**config.mk**
```make
export PLATFORM = sky130hd
export DESIGN_NAME = bv4_sq_scl_s_inv_pipe
export DESIGN_NICKNAME = d
export VERILOG_FILES = /design/src/rtl/aes128_package.sv /design/src/rtl/bv2_scl_sigma2.sv /design/src/rtl/bv2_sq.sv /design/src/rtl/bv4_unsq_scl_s_lo.sv /design/src/rtl/bv4_sq_scl_s_inv_pipe.sv
export SDC_FILE = /design/constraint.sdc
export NUM_CORES = 1
export LEC_CHECK = 0
export CORE_UTILIZATION = 48
export CTS_CLUSTER_SIZE = 14
export DETAILED_ROUTE_END_ITERATION = 8
export MAX_ROUTING_LAYER = met4
export PLACE_DENSITY_LB_ADDON = 0.3
export RECOVER_POWER = 100
export SYNTH_ARGS = -nofsm -noshare
export SYNTH_HDL_FRONTEND = slang
export SYNTH_SLANG_ARGS = --single-unit
```
**constraint.sdc**
```tcl
create_clock -name in_clock -period 2 [get_ports in_clock]
set_input_delay 0.3 -clock in_clock [delete_from_list [all_inputs] [get_ports in_clock]]
set_output_delay 0.3 -clock in_clock [all_outputs]
set_load 0.05 [all_outputs]
```
**src/rtl/aes128_package.sv**
```systemverilog
`default_nettype none
// ============================================================================
// Module   : aes128_package
// Brief    : Shared GF(2^2)/GF(2^4) nibble types for the tower-field datapath
// Revision : 1.0
// ============================================================================
package aes128_package;

    typedef logic [1:0] bv2_t;
    typedef logic [3:0] bv4_t;

    // Register stages between in_a and out_b of the sq_scl_s inverse pipeline
    localparam int BV4_SQ_SCL_S_INV_LATENCY = 2;

endpackage
`default_nettype wire

```
**src/rtl/bv2_scl_sigma2.sv**
```systemverilog
`default_nettype none
// ============================================================================
// Module   : bv2_scl_sigma2
// Brief    : GF(4) multiply by Sigma^2 = w^2 = w + 1 (an element of order 3)
// Revision : 1.0
// ============================================================================
module bv2_scl_sigma2
    import aes128_package::*;
(
    input  bv2_t in_a,
    output bv2_t out_b
);

    assign out_b = {in_a[0], in_a[1] ^ in_a[0]};

endmodule
`default_nettype wire

```
**src/rtl/bv2_sq.sv**
```systemverilog
`default_nettype none
// ============================================================================
// Module   : bv2_sq
// Brief    : GF(4) squaring (also its own inverse, i.e. the square root)
// Revision : 1.0
// ============================================================================
module bv2_sq
    import aes128_package::*;
(
    input  bv2_t in_a,
    output bv2_t out_b
);

    // Basis {w, 1} with w^2 = w + 1: (a1 w + a0)^2 = a1 w + (a1 + a0)
    assign out_b = {in_a[1], in_a[1] ^ in_a[0]};

endmodule
`default_nettype wire

```
**src/rtl/bv4_unsq_scl_s_lo.sv**
```systemverilog
`default_nettype none
// ============================================================================
// Module   : bv4_unsq_scl_s_lo
// Brief    : First half of the sq_scl_s inverse; yields {p1, p0} = {x1^2, x0^2}
// Revision : 1.0
// ============================================================================
module bv4_unsq_scl_s_lo
    import aes128_package::*;
(
    input  bv4_t in_a,
    output bv4_t out_b
);

    bv2_t w_sig_once;
    bv2_t w_p0;

    // Sigma^2 has order 3, so applying it twice undoes one application
    bv2_scl_sigma2 u_sig_a (.in_a(in_a[1:0]), .out_b(w_sig_once));
    bv2_scl_sigma2 u_sig_b (.in_a(w_sig_once), .out_b(w_p0));

    assign out_b = {in_a[3:2] ^ w_p0, w_p0};

endmodule
`default_nettype wire

```
**src/rtl/bv4_sq_scl_s_inv_pipe.sv**
```systemverilog
`default_nettype none
// ============================================================================
// Module   : bv4_sq_scl_s_inv_pipe
// Brief    : Two-stage valid/ready pipeline inverting sq_scl_s on N_LANES nibbles
// Revision : 1.0
// ============================================================================
module bv4_sq_scl_s_inv_pipe
    import aes128_package::*;
#(
    parameter int N_LANES = 4
) (
    input  logic                   in_clock,
    input  logic                   in_reset,
    input  logic                   in_valid,
    output logic                   in_ready,
    input  logic [4*N_LANES-1:0]   in_a,
    output logic                   out_valid,
    input  logic                   out_ready,
    output logic [4*N_LANES-1:0]   out_b,
    output logic [15:0]            out_count
);

    typedef bv4_t [N_LANES-1:0] bv4_lanes_t;

    bv4_lanes_t r_s1_data;
    bv4_lanes_t r_s2_data;
    bv4_lanes_t w_s1_next;
    bv4_lanes_t w_s2_next;
    logic       r_s1_valid;
    logic       r_s2_valid;
    logic [15:0] r_out_count;
    logic       w_s2_load;
    logic       w_s1_load;

    for (genvar gi = 0; gi < N_LANES; gi++) begin : g_lane
        bv4_unsq_scl_s_lo u_lo (
            .in_a  (in_a[4*gi +: 4]),
            .out_b (w_s1_next[gi])
        );
        bv2_sq u_sq_lo (
            .in_a  (r_s1_data[gi][1:0]),
            .out_b (w_s2_next[gi][1:0])
        );
        bv2_sq u_sq_hi (
            .in_a  (r_s1_data[gi][3:2]),
            .out_b (w_s2_next[gi][3:2])
        );
    end

    assign w_s2_load = !r_s2_valid || out_ready;
    assign w_s1_load = w_s2_load || !r_s1_valid;
    assign in_ready  = !in_reset && (!r_s1_valid || w_s2_load);

    always_ff @(posedge in_clock) begin
        if (in_reset) begin
            r_s1_valid  <= 1'b0;
            r_s2_valid  <= 1'b0;
            r_s1_data   <= '0;
            r_s2_data   <= '0;
            r_out_count <= 16'h0000;
        end else begin
            if (w_s2_load) begin
                r_s2_valid <= r_s1_valid;
                if (r_s1_valid) begin
                    r_s2_data <= w_s2_next;
                end
            end
            if (w_s1_load) begin
                r_s1_valid <= in_valid;
                if (in_valid) begin
                    r_s1_data <= w_s1_next;
                end
            end
            if (r_s2_valid && out_ready) begin
                r_out_count <= r_out_count + 16'd1;
            end
        end
    end

    assign out_valid = r_s2_valid;
    assign out_b     = r_s2_data;
    assign out_count = r_out_count;

endmodule
`default_nettype wire

```
-- Yosys cells after proc, flatten, opt, wreduce, memory -nomap -nowiden
Cells that the tools add are included.
- add/sub/neg operators: 1
- multiply operators: 0
- divide/modulo/power cells: 0
- magnitude comparators: 0
- equal/unequal tests: 0
- shift operators: 0
- multiplexer cells: 0
- bitwise logic cells: 20
- reduce and logical (&&, ||, !) cells: 9
- operators by type and width (operator ; count):
    $add 16x1->16 const B ; 1
    $xor 1x1->1 ; 16
    $xor 2x2->2 ; 4
    $reduce_and 2->1 ; 2
    $logic_not 1->1 ; 3
    $logic_and 1x1->1 ; 2
    $logic_or 1x1->1 ; 2
- flip-flop bits (word level): 50
- latch bits: 0
- RAM bits: 0
- bits in read-only memories: 0
- input bits: 20
- output and inout bits: 34
- word-level logic and storage cells: 41
- memories: 0

-- Depth between registers and ports, before layout
Gate-level depths: netlist (run 1).
- depth after elaboration: 4
- mapped depth: 6
- gate-level depth less buffers: 5

-- Modules after synthesis
A second synthesis (run 1) with hierarchy kept.
- cells, all modules: 257
- area, all modules: 2301.0 µm²
- by module, submodules not included (module ; times used ; cells each ; area each (µm²) ; sequential area each (µm²)):
    bv4_sq_scl_s_inv_pipe ; 1 ; 217 ; 1970.6 ; 1001.0
    bv2_scl_sigma2 ; 8 ; 2 ; 16.3 ; 0.0
    bv2_sq ; 8 ; 2 ; 16.3 ; 0.0
    bv4_unsq_scl_s_lo ; 4 ; 2 ; 17.5 ; 0.0

-- Worst setup path after synthesis (run 1)
Ideal clock, no wire load.
- path kind: reg-to-output
- start point: register r_s2_valid (netlist: out_valid)
- end point: output in_ready
- arrival: 1.633 ns
- data required time: 1.700 ns
- path slack: 0.067 ns
- cell stages (with the launch flop): 3
- buffers on the path: 0
- path through: dfxtp_1 -> and2b_4 -> a21oi_1
- cells in the longest elaborated chain, start to end: 4
- RTL lines (item ; RTL line ; source):
    start, declared ; bv4_sq_scl_s_inv_pipe.sv:30 ; logic r_s2_valid;
    start signal, assigned ; bv4_sq_scl_s_inv_pipe.sv:63 ; r_s2_valid <= r_s1_valid;
    $logic_not 1->1 ; bv4_sq_scl_s_inv_pipe.sv:50 ; assign w_s2_load = !r_s2_valid || out_ready;
    $logic_or 1x1->1 ; bv4_sq_scl_s_inv_pipe.sv:50 ;
    $logic_or 1x1->1 ; bv4_sq_scl_s_inv_pipe.sv:52 ; assign in_ready = !in_reset && (!r_s1_valid || w_s2_load);
    $logic_and 1x1->1 ; bv4_sq_scl_s_inv_pipe.sv:52 ;
    end, declared ; bv4_sq_scl_s_inv_pipe.sv:15 ; output logic in_ready,
No other way between the ends.

-- Final worst setup path (run 1)
- start point: register r_out_count[4] (netlist: out_count[4])
- end point: output out_count[4]
- RTL lines (item ; RTL line ; source):
    start, declared ; bv4_sq_scl_s_inv_pipe.sv:31 ; logic [15:0] r_out_count;
    start signal, assigned ; bv4_sq_scl_s_inv_pipe.sv:75 ; r_out_count <= r_out_count + 16'd1;
    end, declared ; bv4_sq_scl_s_inv_pipe.sv:20 ; output logic [15:0] out_count
No word-level cell between the ends.

==> results of run 1 <==
==> registers in the layout, summed over array words and instances (netlist names) <==
signal,count
out_b,16
out_count,16
r_s1_data,16
out_valid,1
r_s1_valid,1
==> metrics by stage <==
step           hold slack (ps)  utilization [%]  total power, mW  worst slack [ps]  instances
4_1_cts                    349             68.5             2.10              40.9        343
2_1_floorplan              436                -             1.30              66.5        240
5_1_grt                    354             66.5             2.15              16.8        343
3_3_place_gp               442             65.9             1.41              49.5        335
6_report                   357             66.5             2.04              72.8        343
3_5_place_dp               446             65.9             1.41              18.2        335
==> what timing repair did <==
item                                    in CTS  in global routing
endpoints found under the setup margin       0                  1
resized for setup                            0                  1
hold buffers                                 0                  0
==> kinds of logic (layout without fill, tap and decap cells) <==
family          Yosys count  after routing  synth area share [%]
simple gates            101            101                  23.4
flops                    50             50                  46.8
compound gates           42             42                  13.2
xor+xnor                 28             28                  11.5
buf+inv                  16             69                  3.51
mux                       2              2                  1.05
fa+ha+maj                 1              1                 0.585
==> synthesized netlist by cell type (all sizes together), types with 2 or more instances <==
cell type / instances / area, sq um
nand3: 5 / 37.5
buf: 6 / 37.5
inv: 4 / 15.0
xnor2: 24 / 210
mux2: 2 / 22.5
nand4: 4 / 40.0
nand2: 35 / 131
dfxtp: 50 / 1000
nor2b: 3 / 18.8
clkbuf: 6 / 22.5
nor2: 36 / 135
o21ai: 5 / 25.0
xor2: 4 / 35.0
a211oi: 16 / 140
a21oi: 21 / 116
and2: 4 / 25.0
nor3: 3 / 15.0
nor4: 4 / 40.0
==> layout by cell type (no fill, tap or decap), types with 5 or more instances in the layout <==
cell / netlist / final
a211oi_1: 12 / 14
a21oi_1: 20 / 21
clkbuf_8: 0 / 5
clkdlybuf4s50_1: 0 / 22
dfxtp_1: 50 / 50
dlygate4sd3_1: 0 / 27
nand2_1: 35 / 35
nand3_1: 4 / 5
nor2_1: 36 / 36
xnor2_1: 24 / 24
==> path summary, 6_finish.rpt <==
| path | startpoint | endpoint | depth (start not counted) |
|---|---|---|---|
| worst max-delay path | out_count[4] | out_count[4] | 1 |
| worst min-delay path | in_reset | out_count[11] | 2 |
| worst max register to register | out_valid | out_count[15] | 4 |
| worst min register to register | out_b[5] | out_b[5] | 2 |
==> area by class of cell <==
type	count	area [sq um]
Inverter	4	15.0
Clock inverter	1	30.0
Sequential cell	50	1000
Clock buffer	7	76.3
Fill cell	376	1390
Multi-Input combinational cell	174	1030
Timing Repair Buffer	57	538
Tap cell	50	62.6
==> report_power, final <==
group / leakage (nW) / switching [mW] / internal [mW] / total [mW]
Clock: 0.0524 / 0.307 / 0.374 / 0.681
Sequential: 0.409 / 0.0313 / 1.04 / 1.07
Combinational: 0.598 / 0.171 / 0.121 / 0.292
Total: 1.06 / 0.509 / 1.53 / 2.04
==> routing by layer <==
metal  share of wire [%]  wire length, um
met1                  47             1920
met3                 4.7              190
met4                 2.1               84
met2                  46             1860
met5                   0                0
==> results.json, run 1 <==
{
  "fin_crit_ps": 1930,
  "die_area_sq_um": 4730,
  "dr.first_iter.drc_count": 84,
  "syn_avg_cell_area_sq_um": 8.91,
  "async_reset_ff_share_pct": 0,
  "worstPathCellList": "clkdlybuf4s50_1",
  "ant_nets": 0,
  "worst_setup_path_end_kind": "primary output",
  "syn_nets": 261,
  "drv_slew": 0,
  "use_met1_pct": 25.3,
  "synth_area_sq_um": 2140,
  "finalCritPeriodShare_pct": 96.4,
  "syn_inst": 240,
  "p_leak_nw": 1.06,
  "antennaDiodeCount": 0,
  "cts-root-buf": "clkbuf_8",
  "finalSetupViolCount": 0,
  "fin_tns_setup_ps": 0,
  "dr.pass1.iters": 4,
  "post-route-drc-count": 0,
  "dp_hpwl_mm": 2.88,
  "status": "completed",
  "r2r_setup_slack_ps": 330,
  "grt_use_met3_pct": 5.92,
  "grt_pass1_vias": 1571,
  "path_class": "reg2out",
  "cts_max_path_buffers": 2,
  "start_util_pct": 51.6,
  "grt_use_total_pct": 20.6,
  "crit_family": "buffers and inverters",
  "syn_to_final_growth_pct": 28.8,
  "yosysUniqueCellTypes": 33,
  "synth_warnings": 0,
  "p_per_area_nw_per_um2": 742,
  "slew_headroom_pct": 60.6,
  "ios": 54,
  "start_kind": "flop",
  "tightest_slew_ps": 594,
  "grt_max_degree": 39,
  "die_h_um": 68.7,
  "ys_ff_latch": 50,
  "min_path_type": "in2reg",
  "routedWlPerCell_um": 11.8,
  "place_congestion": 0.789,
  "skew_ps": 5.86,
  "grt_pass1_wl_mm": 6.91,
  "core_region_area_sq_um": 4140,
  "layout-drive-gt1-share_pct": 6.14,
  "crit_buf_inv": 1,
  "cp.arrival_ps": 1630,
  "hold_viol_final": 0,
  "rows": 23,
  "final_cell_area_sq_um": 2750,
  "yosysSeqAreaShare_pct": 46.8,
  "synth_ff_type": "dfxtp_1",
  "ir_worst_vdd_v": 0.000407,
  "port_buffers": 53,
  "fmax_mhz": 519,
  "worst-endpoint-required_ps": 1700,
  "wl_mm": 4.05,
  "die_x_um": 68.7,
  "antenna_found_initial": 0,
  "cts_setup_buffers": 0,
  "drv_cap": 0,
  "slowest_stage": "clkdlybuf4s50_1",
  "synth_edf_count": 0,
  "viasPerCell": 5.02,
  "htreeDepth": 2,
  "grt.overflow.total": 0,
  "grt.busiest_layer": "met2",
  "cts_sinks": 50,
  "cts_made_buffers": 5,
  "insertion_delay_ps": 300,
  "use_met2_pct": 31.3,
  "path_clk_slew_ps": 80,
  "vias": 1721,
  "rsz0062_at_grt": "no",
  "cpPeakStageDelay_ps": 860,
  "nets": 313,
  "critical_path.max_fanout": 5,
  "dpl-instance-area_sq_um": 2730,
  "cts_tree": "yes"
}
Power figures use the tool's default switching activity.
==> inputs of run 2 (changes only) <==
Settings changed: GPL_TIMING_DRIVEN from default to 1.
==> results of run 2 <==
The final DEF is identical to that of run 1; final timing and power are the same.
